==> config.mk <==
export PLATFORM = sky130hd
export DESIGN_NAME = pe_partial_sync
export DESIGN_NICKNAME = d
export VERILOG_FILES = /design/src/rtl/pe_partial_sync.sv
export SDC_FILE = /design/constraint.sdc
export NUM_CORES = 1
export LEC_CHECK = 0
export BUFFER_PORTS_ARGS = -buffer_cell sky130_fd_sc_hd__buf_2
export CAP_MARGIN = 20
export CORE_MARGIN = 3
export CORE_UTILIZATION = 26
export DETAILED_ROUTE_END_ITERATION = 16
export SYNTH_ARGS = -nofsm -noshare
export SYNTH_HDL_FRONTEND = slang
export SYNTH_SLANG_ARGS = --single-unit
==> constraint.sdc <==
create_clock -name clk -period 15.5 [get_ports clk]
set_input_delay 0.775 -clock clk [delete_from_list [all_inputs] [get_ports clk]]
set_output_delay 0.775 -clock clk [all_outputs]
set_load 0.05 [all_outputs]
==> src/rtl/pe_partial_sync.sv <==
// Partial-sum processing element: buffers one filter row and one ifmap row, then
// emits one sliding-window partial sum per output index toward the combining PE.
module pe_partial_sync #(
    parameter int ADDR_W       = 4,
    parameter int DATA_W       = 25,
    parameter int WEIGHT_WIDTH = 8,
    parameter int WPP          = 2,
    parameter int FILTER_SIZE  = 5,
    parameter int IFMAP_SIZE   = 25,
    parameter int SUM_WIDTH    = 13,
    parameter int IDX_W        = 5,
    parameter int PE_ID        = 0,
    parameter int DEST_ID      = 0
) (
    input  logic                              clk,
    input  logic                              reset,
    input  logic                              in_valid,
    output logic                              in_ready,
    input  logic [ADDR_W+1+DATA_W-1:0]        in_packet,
    output logic                              out_valid,
    input  logic                              out_ready,
    output logic [ADDR_W+IDX_W+SUM_WIDTH-1:0] out_packet,
    output logic                              weights_loaded,
    output logic                              busy,
    output logic                              drop_pulse
);
    localparam int OUT_DIM = IFMAP_SIZE - FILTER_SIZE + 1;
    localparam int WC_W    = $clog2(FILTER_SIZE + 1);
    localparam int SC_W    = $clog2(IFMAP_SIZE + 1);
    localparam int INS_W   = IFMAP_SIZE + DATA_W;

    localparam logic [ADDR_W-1:0] PE_ADDR   = ADDR_W'(PE_ID);
    localparam logic [ADDR_W-1:0] DEST_ADDR = ADDR_W'(DEST_ID);
    localparam logic [WC_W-1:0]   WC_FULL   = WC_W'(FILTER_SIZE);
    localparam logic [SC_W-1:0]   SC_FULL   = SC_W'(IFMAP_SIZE);
    localparam logic [IDX_W-1:0]  J_LAST    = IDX_W'(OUT_DIM - 1);

    typedef enum logic [1:0] {ST_LOAD, ST_COMPUTE, ST_SEND} state_t;

    state_t                          r_state;
    state_t                          w_state_next;
    logic signed [WEIGHT_WIDTH-1:0]  r_w [FILTER_SIZE];
    logic [IFMAP_SIZE-1:0]           r_spikes;
    logic [WC_W-1:0]                 r_wcnt;
    logic [SC_W-1:0]                 r_scnt;
    logic [IDX_W-1:0]                r_j;
    logic [ADDR_W+IDX_W+SUM_WIDTH-1:0] r_out_packet;
    logic                            r_drop;

    logic [ADDR_W-1:0]               w_dest;
    logic                            w_opcode;
    logic [DATA_W-1:0]               w_data;
    logic                            w_accept;
    logic                            w_addr_ok;
    logic                            w_wr_weight;
    logic                            w_wr_spike;
    logic                            w_drop;
    logic                            w_send_hs;
    logic                            w_row_done;
    logic [WC_W-1:0]                 w_wbase;
    logic [WC_W-1:0]                 w_wcnt_next;
    logic [SC_W-1:0]                 w_scnt_next;
    logic [IFMAP_SIZE-1:0]           w_sp_ins;
    logic [IFMAP_SIZE-1:0]           w_sp_mask;
    logic [FILTER_SIZE-1:0]          w_win;
    logic signed [SUM_WIDTH-1:0]     w_psum;

    assign {w_dest, w_opcode, w_data} = in_packet;

    assign w_accept    = in_valid && (r_state == ST_LOAD);
    assign w_addr_ok   = (w_dest == PE_ADDR);
    assign w_wr_weight = w_accept && w_addr_ok && !w_opcode;
    assign w_wr_spike  = w_accept && w_addr_ok && w_opcode && (r_scnt != SC_FULL);
    assign w_drop      = w_accept && (!w_addr_ok || (w_opcode && (r_scnt == SC_FULL)));
    assign w_send_hs   = (r_state == ST_SEND) && out_ready;
    assign w_row_done  = w_send_hs && (r_j == J_LAST);

    // A weight packet arriving with a full filter row starts a reload at w[0].
    assign w_wbase = (r_wcnt == WC_FULL) ? '0 : r_wcnt;

    // Spike payload lands at bit position scnt; bits past the row are truncated away.
    assign w_sp_ins  = IFMAP_SIZE'(INS_W'(w_data) << r_scnt);
    assign w_sp_mask = IFMAP_SIZE'(INS_W'({DATA_W{1'b1}}) << r_scnt);

    // NOTE: every always_comb output gets a default first so no path infers a latch.
    always_comb begin
        w_wcnt_next = r_wcnt;
        w_scnt_next = r_scnt;
        if (w_wr_weight) begin
            if (int'(w_wbase) + WPP >= FILTER_SIZE)
                w_wcnt_next = WC_FULL;
            else
                w_wcnt_next = w_wbase + WC_W'(WPP);
        end
        if (w_wr_spike) begin
            if (int'(r_scnt) + DATA_W >= IFMAP_SIZE)
                w_scnt_next = SC_FULL;
            else
                w_scnt_next = r_scnt + SC_W'(DATA_W);
        end
        if (w_row_done)
            w_scnt_next = '0;
    end

    always_comb begin
        w_state_next = r_state;
        in_ready     = 1'b0;
        out_valid    = 1'b0;
        busy         = 1'b0;
        case (r_state)
            ST_LOAD: begin
                in_ready = 1'b1;
                if ((w_wcnt_next == WC_FULL) && (w_scnt_next == SC_FULL))
                    w_state_next = ST_COMPUTE;
            end
            ST_COMPUTE: begin
                busy         = 1'b1;
                w_state_next = ST_SEND;
            end
            ST_SEND: begin
                busy      = 1'b1;
                out_valid = 1'b1;
                if (out_ready)
                    w_state_next = (r_j == J_LAST) ? ST_LOAD : ST_COMPUTE;
            end
            default: w_state_next = ST_LOAD;
        endcase
    end

    // Window of spikes starting at output index j, and its weighted sum.
    assign w_win = FILTER_SIZE'(r_spikes >> r_j);

    always_comb begin
        w_psum = '0;
        for (int k = 0; k < FILTER_SIZE; k++) begin
            if (w_win[k])
                w_psum = w_psum + SUM_WIDTH'(r_w[k]);
        end
    end

    // NOTE: sequential state uses non-blocking <= so all registers sample pre-edge values.
    always_ff @(posedge clk or posedge reset) begin
        if (reset) begin
            r_state <= ST_LOAD;
            r_wcnt  <= '0;
            r_scnt  <= '0;
            r_j     <= '0;
            r_drop  <= 1'b0;
        end else begin
            r_state <= w_state_next;
            r_wcnt  <= w_wcnt_next;
            r_scnt  <= w_scnt_next;
            r_drop  <= w_drop;
            if (r_state == ST_LOAD)
                r_j <= '0;
            else if (w_send_hs && (r_j != J_LAST))
                r_j <= r_j + IDX_W'(1);
        end
    end

    // NOTE: the weight store is a handful of flops, so it is cleared by reset like any other state.
    always_ff @(posedge clk or posedge reset) begin
        if (reset) begin
            for (int k = 0; k < FILTER_SIZE; k++)
                r_w[k] <= '0;
        end else if (w_wr_weight) begin
            for (int k = 0; k < FILTER_SIZE; k++) begin
                for (int i = 0; i < WPP; i++) begin
                    if (k == int'(w_wbase) + i)
                        r_w[k] <= w_data[i*WEIGHT_WIDTH +: WEIGHT_WIDTH];
                end
            end
        end
    end

    always_ff @(posedge clk or posedge reset) begin
        if (reset)
            r_spikes <= '0;
        else if (w_wr_spike)
            r_spikes <= (r_spikes & ~w_sp_mask) | w_sp_ins;
    end

    always_ff @(posedge clk or posedge reset) begin
        if (reset)
            r_out_packet <= '0;
        else if (r_state == ST_COMPUTE)
            r_out_packet <= {DEST_ADDR, r_j, w_psum};
    end

    assign out_packet     = r_out_packet;
    assign weights_loaded = (r_wcnt == WC_FULL);
    assign drop_pulse     = r_drop;

endmodule

## Yosys cells after proc, flatten, opt, wreduce, memory -nomap -nowiden

Cells that the tools add are included.

- Equal/unequal tests: 19
- Bitwise operators: 3
- Multipliers: 0
- Reduce and logical (&&, ||, !) cells: 31
- Muxes and demuxes: 30
- $lt $le $gt $ge: 2
- Shifts and indexed selects: 3
- $add $sub $neg: 10
- Divide/modulo/power cells: 0

Operators with widths:

| operator | count |
|---|---|
| 8-bit 2-to-1 mux | 10 |
| 13-bit 2-to-1 mux | 5 |
| 3-bit by 32-bit == test with 1-bit output, first input constant | 2 |
| 32-bit zero test | 2 |
| 13-bit by 8-bit adder with 13-bit output | 4 |
| 2-bit by 32-bit == test with 1-bit output, first input constant | 1 |
| 25-bit AND | 1 |
| 5-bit 2-to-1 mux | 5 |
| 25-bit inverter | 1 |
| 25-bit OR | 1 |
| 25-bit by 5-bit << shifter with 25-bit output | 1 |
| 25-bit by 5-bit << shifter with 25-bit output, first input constant | 1 |
| 25-bit by 5-bit >> shifter with 5-bit output | 1 |
| 5-bit == test, second input constant | 3 |
| 2-bit AND reduction | 6 |
| 2-bit nonzero test | 6 |
| 1-bit logical AND | 11 |
| 5-bit inequality test, second input constant | 2 |
| 3-bit == test, first input constant | 3 |
| 3-bit 2-to-1 mux | 3 |
| 5-bit by 5-bit adder with 6-bit output, second input constant | 1 |
| 3-bit == test, second input constant | 2 |
| 6-bit by 5-bit >= comparator with 1-bit output, second input constant | 1 |
| 2-bit one-hot mux with 3 select lines | 1 |
| other kinds (19) | 24 |

- Memory bits (read-only): 0
- Bits in registers: 99
- Memories kept: 0
- RAM bits: 0
- Bits in latches: 0
- Output and inout bits: 27
- Input port bits: 34

## Depth between registers and ports, before layout

- Depth in word-level cells: 11
- Depth in mapped cells: 40
- Depth with buffers taken out: 37

## Worst setup path after synthesis

OpenSTA, ideal clock, no wires.

- Path kind: flip-flop to flip-flop
- Start point: register r_j[0]
- End point: register r_out_packet[12] (netlist: out_packet[12])
- Library setup time: 77 ps
- Period minus slack after synthesis: 7309 ps
- Buffers on the path: 2
- Setup slack: 8191 ps
- Data arrival time: 7232 ps
- Stages on the path, launching flop included: 37
- Cell sequence: dfrtp_1 -> buf_6 -> mux4_1 -> mux2_2 -> a221o_1 -> buf_6 -> and2_1 -> ha_1 -> fa_1 -> a21o_1 -> a21oi_1 -> nor2_1 -> o31a_1 -> o311ai_1 -> and2_1 -> ha_1 -> and3_1 -> a21oi_1 -> nand3b_1 -> xor2_1 -> nand2_1 -> nand2_1 -> ha_1 -> and3_1 -> a21oi_1 -> o21ai_0 -> or3_1 -> a21oi_1 -> a21oi_1 -> ha_1 -> or3_1 -> o21ai_0 -> a21oi_1 -> xnor2_1 -> nor2_1 -> xnor3_1 -> a21oi_1

- Word-level cells in the longest chain between the ends: 10

Ends and longest elaborated chain:

| what | RTL line | RTL |
|---|---|---|
| start: declaration | 46 | `logic [IDX_W-1:0] r_j;` |
| start signal: assignment | 157 | `r_j <= r_j + IDX_W'(1);` |
| 25-bit by 5-bit >> shifter with 5-bit output (*) | 131 | `assign w_win = FILTER_SIZE'(r_spikes >> r_j);` |
| 13-bit 2-to-1 mux | 136 | `if (w_win[k])` |
| 13-bit by 8-bit adder with 13-bit output | 137 | `w_psum = w_psum + SUM_WIDTH'(r_w[k]);` |
| 13-bit 2-to-1 mux | 136 |  |
| 13-bit by 8-bit adder with 13-bit output | 137 |  |
| 13-bit 2-to-1 mux | 136 |  |
| 13-bit by 8-bit adder with 13-bit output | 137 |  |
| 13-bit 2-to-1 mux | 136 |  |
| 13-bit by 8-bit adder with 13-bit output | 137 |  |
| 13-bit 2-to-1 mux (*) | 136 |  |
| end signal: assignment | 187 | `r_out_packet <= {DEST_ADDR, r_j, w_psum};` |
| end: declaration | 47 | `logic [ADDR_W+IDX_W+SUM_WIDTH-1:0] r_out_packet;` |

Mark *: on every way between the ends. The rest lies on a longest branch, timed or not.
A chain may end at the register's enable or synchronous reset.

## Worst setup path in the final report

Ends and elaborated chain as after synthesis.

==> run_summary.xml <==
<?xml version="1.0" encoding="UTF-8"?>
<metrics>
  <group name="floorplan">
    <metric name="dieHeight" unit="µm">191</metric>
    <metric name="fp-row-count" unit="">67</metric>
    <metric name="die_x" unit="µm">191</metric>
    <metric name="die_area" unit="µm²">36400</metric>
    <metric name="initial_core_utilization" unit="%">26.4</metric>
    <metric name="area_of_the_placeable_core" unit="µm²">33600</metric>
    <metric name="num_io_pins" unit="">61</metric>
  </group>
  <group name="routing">
    <metric name="detail_route.vias_per_cell" unit="">5.14</metric>
    <metric name="drt_pass1_iterations" unit="">6</metric>
    <metric name="wire_length_per_cell" unit="µm">16.8</metric>
    <metric name="via_count" unit="">7716</metric>
    <metric name="detail_route.drc_violations" unit="">0</metric>
    <metric name="ant_nets" unit="">0</metric>
    <metric name="detailedRoute.firstIterationViolations" unit="">732</metric>
    <metric name="routed_wirelength" unit="µm">25200</metric>
  </group>
  <group name="cts">
    <metric name="clk_pin_slew_worst_paths" unit="ns">0.09</metric>
    <metric name="ctsResizeCount" unit="">0</metric>
    <metric name="cts_inserted_buffers" unit="">9</metric>
    <metric name="clk-insertion-delay-late" unit="ns">0.36</metric>
    <metric name="h-tree-depth" unit="">3</metric>
    <metric name="cts_num_sinks" unit="">99</metric>
    <metric name="tritoncts" unit="">yes</metric>
    <metric name="postCtsSetupRepairBufs" unit="">0</metric>
    <metric name="cts_max_path_buffers" unit="">2</metric>
    <metric name="cts_root_buf" unit="">sky130_fd_sc_hd__clkbuf_16</metric>
    <metric name="postCtsHoldBufs" unit="">0</metric>
  </group>
  <group name="setup_path">
    <metric name="critPathRequiredTime" unit="ns">15.78</metric>
    <metric name="cpMaxStageDelayCell" unit="">sky130_fd_sc_hd__dfrtp_1</metric>
    <metric name="worst_setup_path_end_kind" unit="">register</metric>
    <metric name="cp.arrival" unit="ns">9.00</metric>
    <metric name="crit_path_frequent_cell" unit="">sky130_fd_sc_hd__a21oi_1</metric>
    <metric name="rrSetupSlack" unit="ns">6.78</metric>
    <metric name="timing_worst_setup_path_type" unit="">register to register</metric>
    <metric name="start_kind" unit="">register</metric>
    <metric name="critical-path-max-stage-delay" unit="ns">0.89</metric>
    <metric name="critPathMaxFanout" unit="">25</metric>
    <metric name="reg2reg_depth" unit="">36</metric>
  </group>
  <group name="timing">
    <metric name="fmax" unit="GHz">0.115</metric>
    <metric name="max_slew_margin" unit="%">27.0</metric>
    <metric name="grt_setup_unrepaired" unit="">false</metric>
    <metric name="setup-tns-final" unit="ns">0</metric>
    <metric name="final_worst_path_cycle_share" unit="%">56.3</metric>
    <metric name="tightestPinTransition" unit="ns">1.09</metric>
    <metric name="fin_worst_skew" unit="ns">0.0193</metric>
    <metric name="period_needed" unit="ns">8.72</metric>
    <metric name="finalMaxSlewViolations" unit="">0</metric>
    <metric name="report.final.setup_viol" unit="">0</metric>
    <metric name="hold_viol_final" unit="">0</metric>
  </group>
  <group name="logic_synthesis">
    <metric name="dominantRegCellSynth" unit="">sky130_fd_sc_hd__dfrtp_1</metric>
    <metric name="netlist_area" unit="µm²">8880</metric>
    <metric name="synth_sequential_area_ratio" unit="%">27.9</metric>
    <metric name="avgSynthCellArea" unit="µm²">8.60</metric>
    <metric name="synth-seq-cells" unit="">99</metric>
    <metric name="synthTopCellsByArea" unit="">sky130_fd_sc_hd__dfrtp_1, sky130_fd_sc_hd__mux2i_1, sky130_fd_sc_hd__ha_1, sky130_fd_sc_hd__a21oi_1, sky130_fd_sc_hd__mux2_2</metric>
    <metric name="synth_top_area_share" unit="%">27.9</metric>
    <metric name="synth_async_sr_flop_share" unit="%">100</metric>
    <metric name="count_of_flip_flops_with_a_built_in_enable_after_synthesis" unit="">0</metric>
    <metric name="synth_largest_area_cell" unit="">sky130_fd_sc_hd__dfrtp_1</metric>
    <metric name="yosys_warnings" unit="">0</metric>
    <metric name="yosys.cell_types.count" unit="">76</metric>
    <metric name="synth_cells" unit="">1032</metric>
  </group>
  <group name="power_and_ir_drop">
    <metric name="power.density" unit="nW/µm²">103</metric>
    <metric name="total_leakage_power" unit="nW">4.55</metric>
    <metric name="vdd_ir_drop_max" unit="mV">0.0612</metric>
  </group>
  <group name="placed_design">
    <metric name="dp_hpwl" unit="µm">19200</metric>
    <metric name="place.detailed.instances" unit="">1483</metric>
    <metric name="place_congestion" unit="">0.889</metric>
    <metric name="portBuffers" unit="">56</metric>
  </group>
  <group name="grt">
    <metric name="track_usage" unit="%">13.9</metric>
    <metric name="first_global_vias" unit="">7308</metric>
    <metric name="grt_first_pass_wirelength" unit="µm">40500</metric>
    <metric name="grt_max_degree" unit="">62</metric>
    <metric name="globalRouteOverflowTotal" unit="">0</metric>
    <metric name="grt_antenna_before_repair" unit="">0</metric>
  </group>
  <group name="run">
    <metric name="max-cap-violations" unit="">0</metric>
  </group>
  <group name="cells_and_area">
    <metric name="drive_above_1_share" unit="%">14.2</metric>
    <metric name="filler_cell_count" unit="">3556</metric>
    <metric name="finalNonFillerCells" unit="">1500</metric>
    <metric name="syn2layout_area_growth" unit="%">10.7</metric>
    <metric name="antenna_cells_inserted" unit="">0</metric>
    <metric name="final_nets" unit="">1143</metric>
  </group>
  <group name="worst_hold_path">
    <metric name="worstHoldPathType" unit="">input pin to asynchronous set/reset pin</metric>
  </group>
  <group name="run_status">
    <metric name="run_status" unit="">complete, no violations</metric>
  </group>
</metrics>
kinds of logic after synthesis:
logic type	Yosys count	share of synthesized area, %
compound gates	290	21.1
xor+xnor	37	3.80
fa+ha+maj	62	9.08
buf+inv	102	4.92
flops	99	27.9
mux	132	17.1
other cells	1	0.0422
simple gates	309	16.1
registers in the layout (all words and copies together), names as in the netlist, named ones only:
register / cells
r_spikes: 24
r_w: 40
r_wcnt: 3
r_scnt: 5
r_state: 2
drop_pulse: 1
r_j: 5
out_packet: 18
per-layer routing:
metal  part of all wire [%]  GRT usage, %  up-vias
met5                      0             0        -
met4                    1.7          3.78        0
met3                    4.4          1.53       23
met2                     44          21.4      196
met1                     50          20.4     3688
li1                       -             -     3809
layout by cell type, fill, tap and decap left out, types with 9 or more instances in the layout:
| master | count |
|---|---|
| sky130_fd_sc_hd__a211oi_1 | 15 |
| sky130_fd_sc_hd__a21o_1 | 13 |
| sky130_fd_sc_hd__a21oi_1 | 86 |
| sky130_fd_sc_hd__a221o_1 | 13 |
| sky130_fd_sc_hd__a31oi_1 | 11 |
| sky130_fd_sc_hd__and2_1 | 13 |
| sky130_fd_sc_hd__and3_1 | 9 |
| sky130_fd_sc_hd__buf_2 | 56 |
| sky130_fd_sc_hd__buf_4 | 9 |
| sky130_fd_sc_hd__clkbuf_16 | 9 |
| sky130_fd_sc_hd__dfrtp_1 | 99 |
| sky130_fd_sc_hd__ha_1 | 58 |
| sky130_fd_sc_hd__inv_1 | 32 |
| sky130_fd_sc_hd__mux2_2 | 38 |
| sky130_fd_sc_hd__mux2i_1 | 79 |
| sky130_fd_sc_hd__mux4_2 | 9 |
| sky130_fd_sc_hd__nand2_1 | 94 |
| sky130_fd_sc_hd__nand2b_1 | 10 |
| sky130_fd_sc_hd__nand3_1 | 20 |
| sky130_fd_sc_hd__nor2_1 | 96 |
| sky130_fd_sc_hd__nor2b_1 | 12 |
| sky130_fd_sc_hd__nor3_1 | 18 |
| sky130_fd_sc_hd__o21a_1 | 10 |
| sky130_fd_sc_hd__o21ai_0 | 65 |
| sky130_fd_sc_hd__o22ai_1 | 10 |
| sky130_fd_sc_hd__or3_1 | 11 |
| sky130_fd_sc_hd__xnor2_1 | 29 |
where the power goes:
| group | internal, W | switching, W | leakage [nW] |
|---|---|---|---|
| logic | 0.000164 | 0.000251 | 3.08 |
| registers | 0.000298 | 0.0000574 | 1.32 |
| clock network | 0.000117 | 0.000123 | 0.152 |
| total | 0.000578 | 0.000432 | 4.55 |
path summary, 6_finish.rpt:
| check | endpoint | from |
|---|---|---|
| max | out_packet[12]$_DFFE_PP0N_ | r_j[0]$_DFFE_PP0P_ |
| min | r_state[1]$_DFFE_PP0P_ | reset |
| max reg2reg | out_packet[12]$_DFFE_PP0N_ | r_j[0]$_DFFE_PP0P_ |
| min reg2reg | out_packet[16]$_DFFE_PP0N_ | out_packet[16]$_DFFE_PP0N_ |
| max in group asynchronous | asynchronous set/reset pin | reset |
| min in group clk | out_packet[16]$_DFFE_PP0N_ | out_packet[16]$_DFFE_PP0N_ |
synthesized netlist by cell type, types with 9 or more instances:
master	number
sky130_fd_sc_hd__mux4_2	9
sky130_fd_sc_hd__a21oi_1	86
sky130_fd_sc_hd__nor3_1	18
sky130_fd_sc_hd__mux2_2	38
sky130_fd_sc_hd__o21a_1	10
sky130_fd_sc_hd__or3_1	11
sky130_fd_sc_hd__inv_1	33
sky130_fd_sc_hd__a21o_1	13
sky130_fd_sc_hd__nand2b_1	10
sky130_fd_sc_hd__o21ai_0	65
sky130_fd_sc_hd__a31oi_1	11
sky130_fd_sc_hd__mux2i_1	79
sky130_fd_sc_hd__clkbuf_1	44
sky130_fd_sc_hd__ha_1	58
sky130_fd_sc_hd__nand3_1	20
sky130_fd_sc_hd__and3_1	9
sky130_fd_sc_hd__dfrtp_1	99
sky130_fd_sc_hd__nor2b_1	12
sky130_fd_sc_hd__and2_1	13
sky130_fd_sc_hd__xnor2_1	29
sky130_fd_sc_hd__a221o_1	13
sky130_fd_sc_hd__o22ai_1	10
sky130_fd_sc_hd__a211oi_1	15
sky130_fd_sc_hd__nor2_1	96
sky130_fd_sc_hd__nand2_1	94
worst max-delay path: cells and delay by family, from the launching register on:
family          cells  cell delay [ns]
flops               1             0.89
fa+ha+maj           5             1.55
xor+xnor            4             0.82
mux                 2             0.94
simple gates        8             0.88
buf+inv             1             0.07
compound gates     16             3.47
stage by stage:
step	power [W]	hold WS [ns]	util (%)	area (µm²)	setup WS, ns
after floorplan	0.000675	0.456	-	8890	8.19
after global placement	0.000768	0.488	28.3	9500	7.09
after detailed placement	0.000772	0.495	28.3	9500	6.89
after CTS	0.00102	0.472	29.2	9810	6.84
after global routing	0.00108	0.485	29.2	9830	6.01
final	0.00101	0.457	29.2	9830	6.78
cell type report:
cell class	count	area, µm²	area share (%)
multi-input cells	834	5980	60.8
clock buffers	9	225	2.29
well taps	448	561	5.70
flip-flops and latches	99	2480	25.2
repair buffers	66	362	3.68
clock inverters	7	86.3	0.878
inverters	37	141	1.44
Note: power is estimated with default switching activity, not from simulation.
